`config.mk`:
```
export PLATFORM = sky130hd
export DESIGN_NAME = led_blinker_core
export DESIGN_NICKNAME = d
export VERILOG_FILES = /design/src/rtl/led_blinker_pkg.sv /design/src/rtl/led_blinker_prescaler.sv /design/src/rtl/led_blinker_core.sv
export SDC_FILE = /design/constraint.sdc
export NUM_CORES = 1
export LEC_CHECK = 0
export ABC_AREA = 1
export BUFFER_PORTS_ARGS = -buffer_cell sky130_fd_sc_hd__buf_4
export CORE_AREA = 2 2 39 41
export CTS_BUF_LIST = sky130_fd_sc_hd__clkbuf_8 sky130_fd_sc_hd__clkbuf_16
export DETAILED_ROUTE_END_ITERATION = 10
export DIE_AREA = 0 0 41 43
export GPL_ROUTABILITY_DRIVEN = 0
export SLEW_MARGIN = 10
export SYNTH_ARGS = -nofsm -noshare
export SYNTH_HDL_FRONTEND = slang
export SYNTH_HIERARCHICAL = 1
export SYNTH_SLANG_ARGS = --single-unit
```
`constraint.sdc`:
```
create_clock -name clk -period 1.3 [get_ports clk]
set_clock_uncertainty 0.1 [all_clocks]
set_input_delay 0.065 -clock clk [delete_from_list [all_inputs] [get_ports clk]]
set_output_delay 0.065 -clock clk [all_outputs]
set_load 0.05 [all_outputs]
```
`src/rtl/led_blinker_pkg.sv`:
```
// Shared defaults and parameter-legality helper for the LED blinker.
package led_blinker_pkg;

    localparam int LED_CNT_W_DEF       = 4;
    localparam int LED_HALF_PERIOD_DEF = 8;
    localparam int LED_PRESCALE_DEF    = 1;

    function automatic logic led_params_ok(input int cnt_w, input int half_period, input int prescale);
        longint max_half;
        max_half = longint'(1) << cnt_w;
        if ((half_period < 1) || (longint'(half_period) > max_half) || (prescale < 1) || (cnt_w < 1)) begin
            return 1'b0;
        end else begin
            return 1'b1;
        end
    endfunction

endpackage

```
`src/rtl/led_blinker_prescaler.sv`:
```
// Tick prescaler: tick is high in the clock where pre reaches PRESCALE-1.
module led_blinker_prescaler #(
    parameter int PRESCALE = 1
) (
    input  logic clk,
    input  logic rst,
    output logic tick
);

    // A single-bit counter pinned at 0 makes tick constant high for PRESCALE = 1.
    localparam int PRE_W = (PRESCALE > 1) ? $clog2(PRESCALE) : 1;
    localparam logic [PRE_W-1:0] PRE_LAST = PRE_W'(PRESCALE - 1);

    logic [PRE_W-1:0] pre_d;
    logic [PRE_W-1:0] pre_q;

    // Next prescaler value with wrap at PRESCALE-1.
    always_comb begin
        pre_d = pre_q;
        if (pre_q == PRE_LAST) begin
            pre_d = {PRE_W{1'b0}};
        end else begin
            pre_d = pre_q + PRE_W'(1);
        end
    end

    // Prescaler state register.
    always_ff @(posedge clk or negedge rst) begin
        if (!rst) begin
            pre_q <= {PRE_W{1'b0}};
        end else begin
            pre_q <= pre_d;
        end
    end

    assign tick = (pre_q == PRE_LAST);

endmodule

```
`src/rtl/led_blinker_core.sv`:
```
// Free-running 50% duty LED blinker. Define LED_BLINKER_CNT_OUT_EN to expose
// the half-period counter on the count port.
module led_blinker_core
    import led_blinker_pkg::*;
#(
    parameter int CNT_W       = LED_CNT_W_DEF,
    parameter int HALF_PERIOD = LED_HALF_PERIOD_DEF,
    parameter int PRESCALE    = LED_PRESCALE_DEF
) (
    input  logic             clk,
    input  logic             rst,
    output logic             led
`ifdef LED_BLINKER_CNT_OUT_EN
    ,
    output logic [CNT_W-1:0] count
`endif
);

    if (!led_params_ok(CNT_W, HALF_PERIOD, PRESCALE)) begin : g_bad_params
        $fatal(1, "led_blinker_core: illegal CNT_W/HALF_PERIOD/PRESCALE");
    end

    localparam logic [CNT_W-1:0] CNT_LAST = CNT_W'(HALF_PERIOD - 1);

    logic             tick;
    logic [CNT_W-1:0] cnt_d;
    logic [CNT_W-1:0] cnt_q;
    logic             led_d;
    logic             led_q;

    led_blinker_prescaler #(
        .PRESCALE (PRESCALE)
    ) u_prescaler (
        .clk  (clk),
        .rst  (rst),
        .tick (tick)
    );

    // Half-period compare: wrap cnt and flip led together on the last tick of a phase.
    always_comb begin
        cnt_d = cnt_q;
        led_d = led_q;
        if (tick) begin
            if (cnt_q == CNT_LAST) begin
                cnt_d = {CNT_W{1'b0}};
                led_d = ~led_q;
            end else begin
                cnt_d = cnt_q + CNT_W'(1);
                led_d = led_q;
            end
        end else begin
            cnt_d = cnt_q;
            led_d = led_q;
        end
    end

    // Counter and LED registers.
    always_ff @(posedge clk or negedge rst) begin
        if (!rst) begin
            cnt_q <= {CNT_W{1'b0}};
            led_q <= 1'b0;
        end else begin
            cnt_q <= cnt_d;
            led_q <= led_d;
        end
    end

    assign led = led_q;
`ifdef LED_BLINKER_CNT_OUT_EN
    assign count = cnt_q;
`endif

endmodule

```
==> results of run 1 <==
## kinds of logic (layout without fill, tap and decap cells)
family          after synthesis  after routing
flops                         5              5
xor+xnor                      1              1
buf+inv                       5             11
simple gates                 18             18
other cells                   1              1
compound gates                2              2
fa+ha+maj                     1              1
## metrics by stage
stage	hold WS (ns)	std cells
4_1_cts	0.0801	55
2_1_floorplan	-0.331	33
3_3_place_gp	-0.228	50
3_5_place_dp	-0.229	50
5_1_grt	0.114	55
6_report	0.0847	55
## Yosys cell counts
cell     number
nand4_1       1
nand3_1       3
nor2_1        2
inv_2         1
or2_0         1
dfrtp_1       5
inv_1         3
conb_1        1
buf_4         1
ha_1          1
o21ai_0       1
xor2_1        1
nand2_1      11
o21ai_1       1
## worst max-delay path: stages (launching register included)
cell     delay [ns]
dfrtp_1        0.40
ha_1           0.25
nand2_1        0.08
xor2_1         0.15
inv_1          0.05
## final cells by class
type | count | area share (%)
Clock buffer | 3 | 12.1
Sequential cell | 5 | 36.6
Multi-Input combinational cell | 23 | 32.6
Clock inverter | 1 | 1.10
Timing Repair Buffer | 3 | 7.33
Inverter | 4 | 4.40
Tap cell | 16 | 5.86
## worst max-delay path by stage
stage                         from  depth (start not counted)        to  slack, ns
final                     cnt_q[0]                          4  cnt_q[2]       0.16
after global routing      cnt_q[0]                          4  cnt_q[2]       0.05
after CTS                 cnt_q[0]                          4  cnt_q[2]       0.15
after detailed placement  cnt_q[0]                          4  cnt_q[2]       0.17
after global placement    cnt_q[0]                          4  cnt_q[2]       0.18
after floorplan           cnt_q[0]                          4  cnt_q[2]       0.23
## routing by layer
metal	wire (um)	up-vias
met5	0	-
met4	19	0
met3	11	2
met2	212	3
met1	173	97
li1	-	114
## sequential cells by signal, summed over array words and instances (netlist names)
name and cells:
led 1, cnt_q 4
## report_power, final
group	switching [mW]	internal, mW
sequential	0.0609	0.227
clock	0.0716	0.202
combinational	0.147	0.0866
## placed cells by master, fill, tap and decap left out
cell	netlist	final
buf_4	1	2
clkbuf_8	0	3
conb_1	1	1
dfrtp_1	5	5
dlygate4sd3_1	0	1
ha_1	1	1
inv_1	3	4
inv_2	1	1
nand2_1	11	11
nand3_1	3	3
nand4_1	1	1
nor2_1	2	2
o21ai_0	1	1
o21ai_1	1	1
or2_0	1	1
xor2_1	1	1
==> impl_metrics.env, run 1 <==
export IMPL_outcome="finished clean"
export IMPL_cts_tree="built"
export IMPL_post_synth_xor_area_fraction_pct=3.38
export IMPL_yosysWarnings=6
export IMPL_r2r_cells=4
export IMPL_dp_hpwl_um=333
export IMPL_port_buffers=2
export IMPL_cp_start_kind="flop"
export IMPL_die_x_um=41
export IMPL_max_cap_violations=0
export IMPL_globalRouteMet3Util_pct=3.14
export IMPL_placed_area_sq_um=287
export IMPL_fin_crit_sh_pct=87.9
export IMPL_start_util_pct=18.7
export IMPL_tritoncts_num_buffers=3
export IMPL_fin_ws_ns=0.158
export IMPL_criticalPathCategory="reg2reg"
export IMPL_core_area_sq_um=1380
export IMPL_grt_first_pass_wirelength_um=717
export IMPL_synthesis_area_sq_um=259
export IMPL_ioPinCount=3
export IMPL_drive_gt1_share_pct=15.4
export IMPL_use_met2_pct=10.0
export IMPL_final_net_count=43
export IMPL_wl_um=417
export IMPL_synthToLayoutAreaGrowth_pct=31.9
export IMPL_tns_ns=0
export IMPL_rows=14
export IMPL_syn_area_per_cell_sq_um=7.85
export IMPL_grt_usage_pct=7.16
export IMPL_vias_per_cell=3.93
export IMPL_synthSimpleGateAreaFrac_pct=29.5
export IMPL_fmax_mhz=875
export IMPL_clockBufferDepth=2
export IMPL_hold_buffers=1
export IMPL_cp_required_ns=1.30
export IMPL_drtPass1Iterations=1
export IMPL_p_total_mw=0.795
export IMPL_synth_largest_area_cell="dfrtp_1"
export IMPL_regArea_sq_um=125
export IMPL_avgRoutedWirePerCell_um=7.58
export IMPL_fillers=141
export IMPL_ys_seq_area_share_pct=48.3
export IMPL_clk_insertion_delay_late_ns=0.22
export IMPL_vdd_drop_max_mv=0.410
export IMPL_grt_setup_unrepaired="false"
export IMPL_p_leak_nw=0.176
export IMPL_synth_top_family_by_area="simple AND/OR/NAND/NOR gates"
export IMPL_htree_levels=1
export IMPL_cp_arrival_ns=1.14
export IMPL_final_min_clock_period_ns=1.14
export IMPL_use_met1_pct=4.89
export IMPL_cts_repair_resized=0
export IMPL_die_area_sq_um=1760
export IMPL_synth_area_top_cells="dfrtp_1, nand2_1, nand3_1"
export IMPL_num_vias=216
export IMPL_clock_sinks=5
export IMPL_ys_ff_latch=5
export IMPL_r2r_end="cnt_q[2]"
export IMPL_cp_max_fo=4
export IMPL_setup_viol=0
export IMPL_syn_nets=36
export IMPL_globalRouteOverflowTotal=0
export IMPL_fin_area_sq_um=342
export IMPL_final_max_slew_viol_count=0
export IMPL_clockRootBuffer="clkbuf_8"
export IMPL_r2r_slack_ns=0.16
export IMPL_drc=0
export IMPL_drtIter0Drc=0
export IMPL_grt_pass1_vias=190
export IMPL_grt_start_max_net_pins=8
export IMPL_clk_pin_slew_ns=0.04
export IMPL_timing_rr_start="cnt_q[0]"
export IMPL_multi_input_area_sq_um=111
export IMPL_synthAdderAreaFrac_pct=4.83
export IMPL_antenna_found_initial=0
export IMPL_synth_compound_area_share_pct=3.86
export IMPL_synth_top_area_share_pct=48.3
export IMPL_synthMuxAreaShare_pct=0
export IMPL_powerDensity_nw_per_um2=2330
export IMPL_ant_nets=0
export IMPL_yosysUniqueCellTypes=14
export IMPL_die_h_um=43
export IMPL_finalHoldViolCount=0
export IMPL_diodes=0
export IMPL_hp_class="in2async"
export IMPL_grt_busiest_layer="met4"
export IMPL_post_cts_buffers=0
export IMPL_netlist_instances=33
export IMPL_post_place_ws_ns=0.169
export IMPL_finish_utilization_pct=24.7
export IMPL_end_kind="flop"
Note: power is estimated with default switching activity, not from simulation.
==> run 2: changes to the inputs <==
--- a/config.mk
+++ b/config.mk
@@ -6,11 +6,11 @@
 export NUM_CORES = 1
 export LEC_CHECK = 0
 export ABC_AREA = 1
-export BUFFER_PORTS_ARGS = -buffer_cell sky130_fd_sc_hd__buf_4
-export CORE_AREA = 2 2 39 41
+export BUFFER_PORTS_ARGS = -buffer_cell sky130_fd_sc_hd__clkbuf_2
+export CORE_AREA = 8 8 45 47
 export CTS_BUF_LIST = sky130_fd_sc_hd__clkbuf_8 sky130_fd_sc_hd__clkbuf_16
 export DETAILED_ROUTE_END_ITERATION = 10
-export DIE_AREA = 0 0 41 43
+export DIE_AREA = 0 0 53 55
 export GPL_ROUTABILITY_DRIVEN = 0
 export SLEW_MARGIN = 10
 export SYNTH_ARGS = -nofsm -noshare
==> run 2 against run 1 <==
Routed wire length increased by 18%. Clock power about the same. Worst setup slack improved by 0.011 ns. Critical path depth unchanged. Non-clock buffer count unchanged. Sequential share of layout area increased by 0.54 points. Total power about the same. Utilization decreased by 0.36 points. Flip-flop and latch count unchanged. Largest cell class unchanged.
==> impl_metrics.env, run 2 (same netlist as run 1, synthesis figures left out) <==
export IMPL_final_min_clock_period_ns=1.13
export IMPL_cts_repair_resized=0
export IMPL_finalHoldViolCount=0
export IMPL_dp_hpwl_um=372
export IMPL_grt_pass1_vias=222
export IMPL_fmax_mhz=884
export IMPL_grt_first_pass_wirelength_um=862
export IMPL_port_buffers=2
export IMPL_cp_required_ns=1.31
export IMPL_die_area_sq_um=2920
export IMPL_clk_insertion_delay_late_ns=0.22
export IMPL_vdd_drop_max_mv=0.432
export IMPL_placed_area_sq_um=282
export IMPL_fin_area_sq_um=337
export IMPL_r2r_cells=4
export IMPL_htree_levels=1
export IMPL_tritoncts_num_buffers=3
export IMPL_final_common_cell="nand2_1"
export IMPL_largest_register="cnt_q"
export IMPL_layout_common_cells="nand2_1, dfrtp_1, inv_1, nand3_1, clkbuf_8"
export IMPL_endpoint="cnt_q[2]"
export IMPL_num_vias=214
export IMPL_largest_register_ffs=4
export IMPL_p_total_mw=0.795
export IMPL_cp_start_kind="flop"
export IMPL_start_util_pct=18.7
export IMPL_hp_class="in2async"
export IMPL_drc=0
export IMPL_fin_crit_sh_pct=87.0
export IMPL_avgRoutedWirePerCell_um=8.91
export IMPL_cp_arrival_ns=1.14
export IMPL_vias_per_cell=3.89
export IMPL_r2r_slack_ns=0.17
export IMPL_clock_sinks=5
export IMPL_clk_pin_slew_ns=0.04
export IMPL_outcome="finished clean"
export IMPL_cts_tree="built"
export IMPL_clockBufferDepth=2
export IMPL_post_cts_buffers=0
export IMPL_rows=14
export IMPL_drtIter0Drc=5
export IMPL_cp_max_fo=4
export IMPL_grt_usage_pct=4.71
export IMPL_wl_um=490
export IMPL_drive_gt1_share_pct=15.4
export IMPL_clockRootBuffer="clkbuf_8"
export IMPL_final_max_slew_viol_count=0
export IMPL_antenna_found_initial=0
export IMPL_timing_rr_start="cnt_q[0]"
export IMPL_setup_viol=0
export IMPL_diodes=0
export IMPL_globalRouteOverflowTotal=0
export IMPL_die_h_um=55
export IMPL_die_x_um=53
export IMPL_grt_start_max_net_pins=8
export IMPL_p_leak_nw=0.175
export IMPL_ioPinCount=3
export IMPL_ant_nets=0
export IMPL_core_area_sq_um=1380
export IMPL_synthToLayoutAreaGrowth_pct=30.0
export IMPL_tns_ns=0
export IMPL_end_kind="flop"
export IMPL_crit_start="cnt_q[0]"
export IMPL_criticalPathCategory="reg2reg"
export IMPL_drtPass1Iterations=3
export IMPL_powerDensity_nw_per_um2=2360
export IMPL_hold_buffers=1
export IMPL_r2r_end="cnt_q[2]"
export IMPL_max_cap_violations=0
export IMPL_final_net_count=43
export IMPL_grt_setup_unrepaired="false"
run 2: changes by cell type in the layout (fill, tap and decap cells not counted), sizes merged:
cell	delta
buf	-2
clkbuf	+2
run 2: per-layer routing:
metal  global-route usage, %  wire length, um  up-vias
li1                        -                -      112
met2                    6.25              243        3
met5                       0                0        -
met1                    3.67              198       97
met3                    2.41               21        2
met4                    9.05               27        0
run 2: worst min path at each step:
| stage | from | to | slack [ns] | depth (start not counted) |
|---|---|---|---|---|
| after floorplan | rst | cnt_q[0] | -0.33 | 0 |
| after global placement | rst | cnt_q[1] | -0.21 | 1 |
| after detailed placement | rst | cnt_q[2] | -0.21 | 1 |
| after CTS | rst | cnt_q[2] | 0.1 | 2 |
| after global routing | rst | cnt_q[2] | 0.12 | 2 |
| final | rst | cnt_q[2] | 0.10 | 2 |
run 2: where the power goes:
| part | switching (mW) | leakage [nW] | internal (mW) |
|---|---|---|---|
| logic | 0.148 | 0.0865 | 0.0778 |
| clock network | 0.0731 | 0.0269 | 0.202 |
| registers | 0.0666 | 0.0611 | 0.227 |
| total | 0.288 | 0.175 | 0.507 |
run 2: stage by stage:
stage | util [%] | instances | hold WS (ns) | setup WS [ns]
2_1_floorplan | - | 33 | -0.331 | 0.225
3_3_place_gp | 20.3 | 50 | -0.210 | 0.187
3_5_place_dp | 20.3 | 50 | -0.208 | 0.169
4_1_cts | 24.3 | 55 | 0.0968 | 0.159
5_1_grt | 24.3 | 55 | 0.119 | 0.0705
6_report | 24.3 | 55 | 0.101 | 0.168
run 2: final cells by class:
class                      count  area (sq um)
tap                           16          20.0
clock inverter                 1          3.75
fill                         158          1050
clock buffer                   3          41.3
multi-input combinational     23           111
sequential                     5           125
inverter                       4          15.0
timing repair buffer           3          20.0
run 2: critical path, stage by stage (launching register included):
cell	delay (ns)
dfrtp_1	0.39
ha_1	0.25
nand2_1	0.08
xor2_1	0.14
inv_1	0.05
==> run 3: changes to the inputs <==
--- a/config.mk
+++ b/config.mk
@@ -12,6 +12,7 @@
 export DETAILED_ROUTE_END_ITERATION = 10
 export DIE_AREA = 0 0 53 55
 export GPL_ROUTABILITY_DRIVEN = 0
+export PLACE_DENSITY = 0.41
 export SLEW_MARGIN = 10
 export SYNTH_ARGS = -nofsm -noshare
 export SYNTH_HDL_FRONTEND = slang
==> run 3 against run 2 <==
Sequential share of layout area unchanged. Die area did not move. Highest routed layer unchanged. Critical path depth did not move. Sequential power is essentially flat. Via count is the same. Largest cell class unchanged.
==> impl_metrics.env, run 3 (same netlist as run 1, synthesis figures left out) <==
export IMPL_die_area_sq_um=2920
export IMPL_tns_ns=0
export IMPL_drtIter0Drc=3
export IMPL_layout_common_cells="nand2_1, dfrtp_1, inv_1, nand3_1, clkbuf_8"
export IMPL_ioPinCount=3
export IMPL_finalHoldViolCount=0
export IMPL_fin_crit_sh_pct=88.8
export IMPL_grt_setup_unrepaired="false"
export IMPL_end_kind="flop"
export IMPL_criticalPathCategory="reg2reg"
export IMPL_die_x_um=53
export IMPL_wl_um=508
export IMPL_grt_usage_pct=5.09
export IMPL_ant_nets=0
export IMPL_clockBufferDepth=2
export IMPL_globalRouteOverflowTotal=0
export IMPL_rows=14
export IMPL_cp_max_fo=4
export IMPL_final_common_cell="nand2_1"
export IMPL_largest_register_ffs=4
export IMPL_largest_register="cnt_q"
export IMPL_final_max_slew_viol_count=0
export IMPL_final_min_clock_period_ns=1.15
export IMPL_powerDensity_nw_per_um2=2380
export IMPL_vias_per_cell=3.89
export IMPL_max_cap_violations=0
export IMPL_num_vias=214
export IMPL_die_h_um=55
export IMPL_finish_utilization_pct=24.3
export IMPL_cp_start_kind="flop"
export IMPL_grt_pass1_vias=216
export IMPL_cts_tree="built"
export IMPL_hp_class="in2async"
export IMPL_grt_start_max_net_pins=8
export IMPL_tritoncts_num_buffers=3
export IMPL_drive_gt1_share_pct=15.4
export IMPL_p_total_mw=0.800
export IMPL_cp_required_ns=1.31
export IMPL_drc=0
export IMPL_outcome="finished clean"
export IMPL_p_leak_nw=0.175
export IMPL_htree_levels=1
export IMPL_setup_viol=0
export IMPL_fmax_mhz=866
export IMPL_dp_hpwl_um=369
export IMPL_grt_first_pass_wirelength_um=931
export IMPL_clock_sinks=5
export IMPL_port_buffers=2
export IMPL_dp_cells=50
export IMPL_start_util_pct=18.7
export IMPL_fin_cells=55
export IMPL_synthToLayoutAreaGrowth_pct=30.0
export IMPL_vdd_drop_max_mv=0.470
export IMPL_cp_arrival_ns=1.16
export IMPL_final_net_count=43
export IMPL_antenna_found_initial=0
export IMPL_drtPass1Iterations=4
export IMPL_diodes=0
export IMPL_clockRootBuffer="clkbuf_8"
export IMPL_clk_insertion_delay_late_ns=0.22
export IMPL_avgRoutedWirePerCell_um=9.24
export IMPL_clk_pin_slew_ns=0.04
export IMPL_core_area_sq_um=1380
-- run 3: cell counts in the layout (fill, tap and decap cells not counted) --
No cell type changed its count.
-- run 3: critical path, stage by stage (launching register included) --
cell	delay, ns
dfrtp_1	0.39
ha_1	0.25
nand2_1	0.09
xor2_1	0.16
inv_1	0.05
-- run 3: area by class of cell --
class / instances / area (sq um)
clock buffers: 3 / 41.3
repair buffers: 3 / 20.0
inverters: 4 / 15.0
clock inverters: 1 / 3.75
multi-input cells: 23 / 111
well taps: 16 / 20.0
flip-flops and latches: 5 / 125
fillers: 157 / 1050
-- run 3: what timing repair did --
action,4_1_cts,5_1_grt
hold endpoints to repair,5,0
gates resized for setup,0,0
setup buffers,0,0
hold buffers,1,0
-- run 3: report_power, final --
part / internal, mW / switching, mW / total, mW / leakage, nW
logic: 0.0769 / 0.148 / 0.225 / 0.0865
clock network: 0.203 / 0.0785 / 0.281 / 0.0269
registers: 0.227 / 0.0663 / 0.293 / 0.0611
-- run 3: path summary, 6_finish.rpt --
kind	startpoint	endpoint	slack, ns	cells after the start
worst min register to register	led	led	0.40	2
worst min-delay path	rst	cnt_q[3]	0.10	2
min in group clk	led	led	0.40	2
worst max-delay path	cnt_q[0]	cnt_q[2]	0.15	4
max in group asynchronous	rst	cnt_q[1]	0.85	2
worst max register to register	cnt_q[0]	cnt_q[2]	0.15	4
-- run 3: layer usage --
metal	up-vias	wire (um)	global-route usage (%)
met5	-	0	0
li1	112	-	-
met1	97	226	5.05
met4	0	10	7.76
met3	2	24	2.67
met2	3	246	6.25
-- run 3: per-stage QoR --
stage          instance area [sq um]  setup WS (ns)  hold WS, ns
5_1_grt                          337         0.0135        0.131
2_1_floorplan                    259          0.225       -0.331
6_report                         337          0.146        0.102
3_5_place_dp                     282          0.161       -0.207
3_3_place_gp                     282          0.165       -0.206
4_1_cts                          337          0.137       0.0974
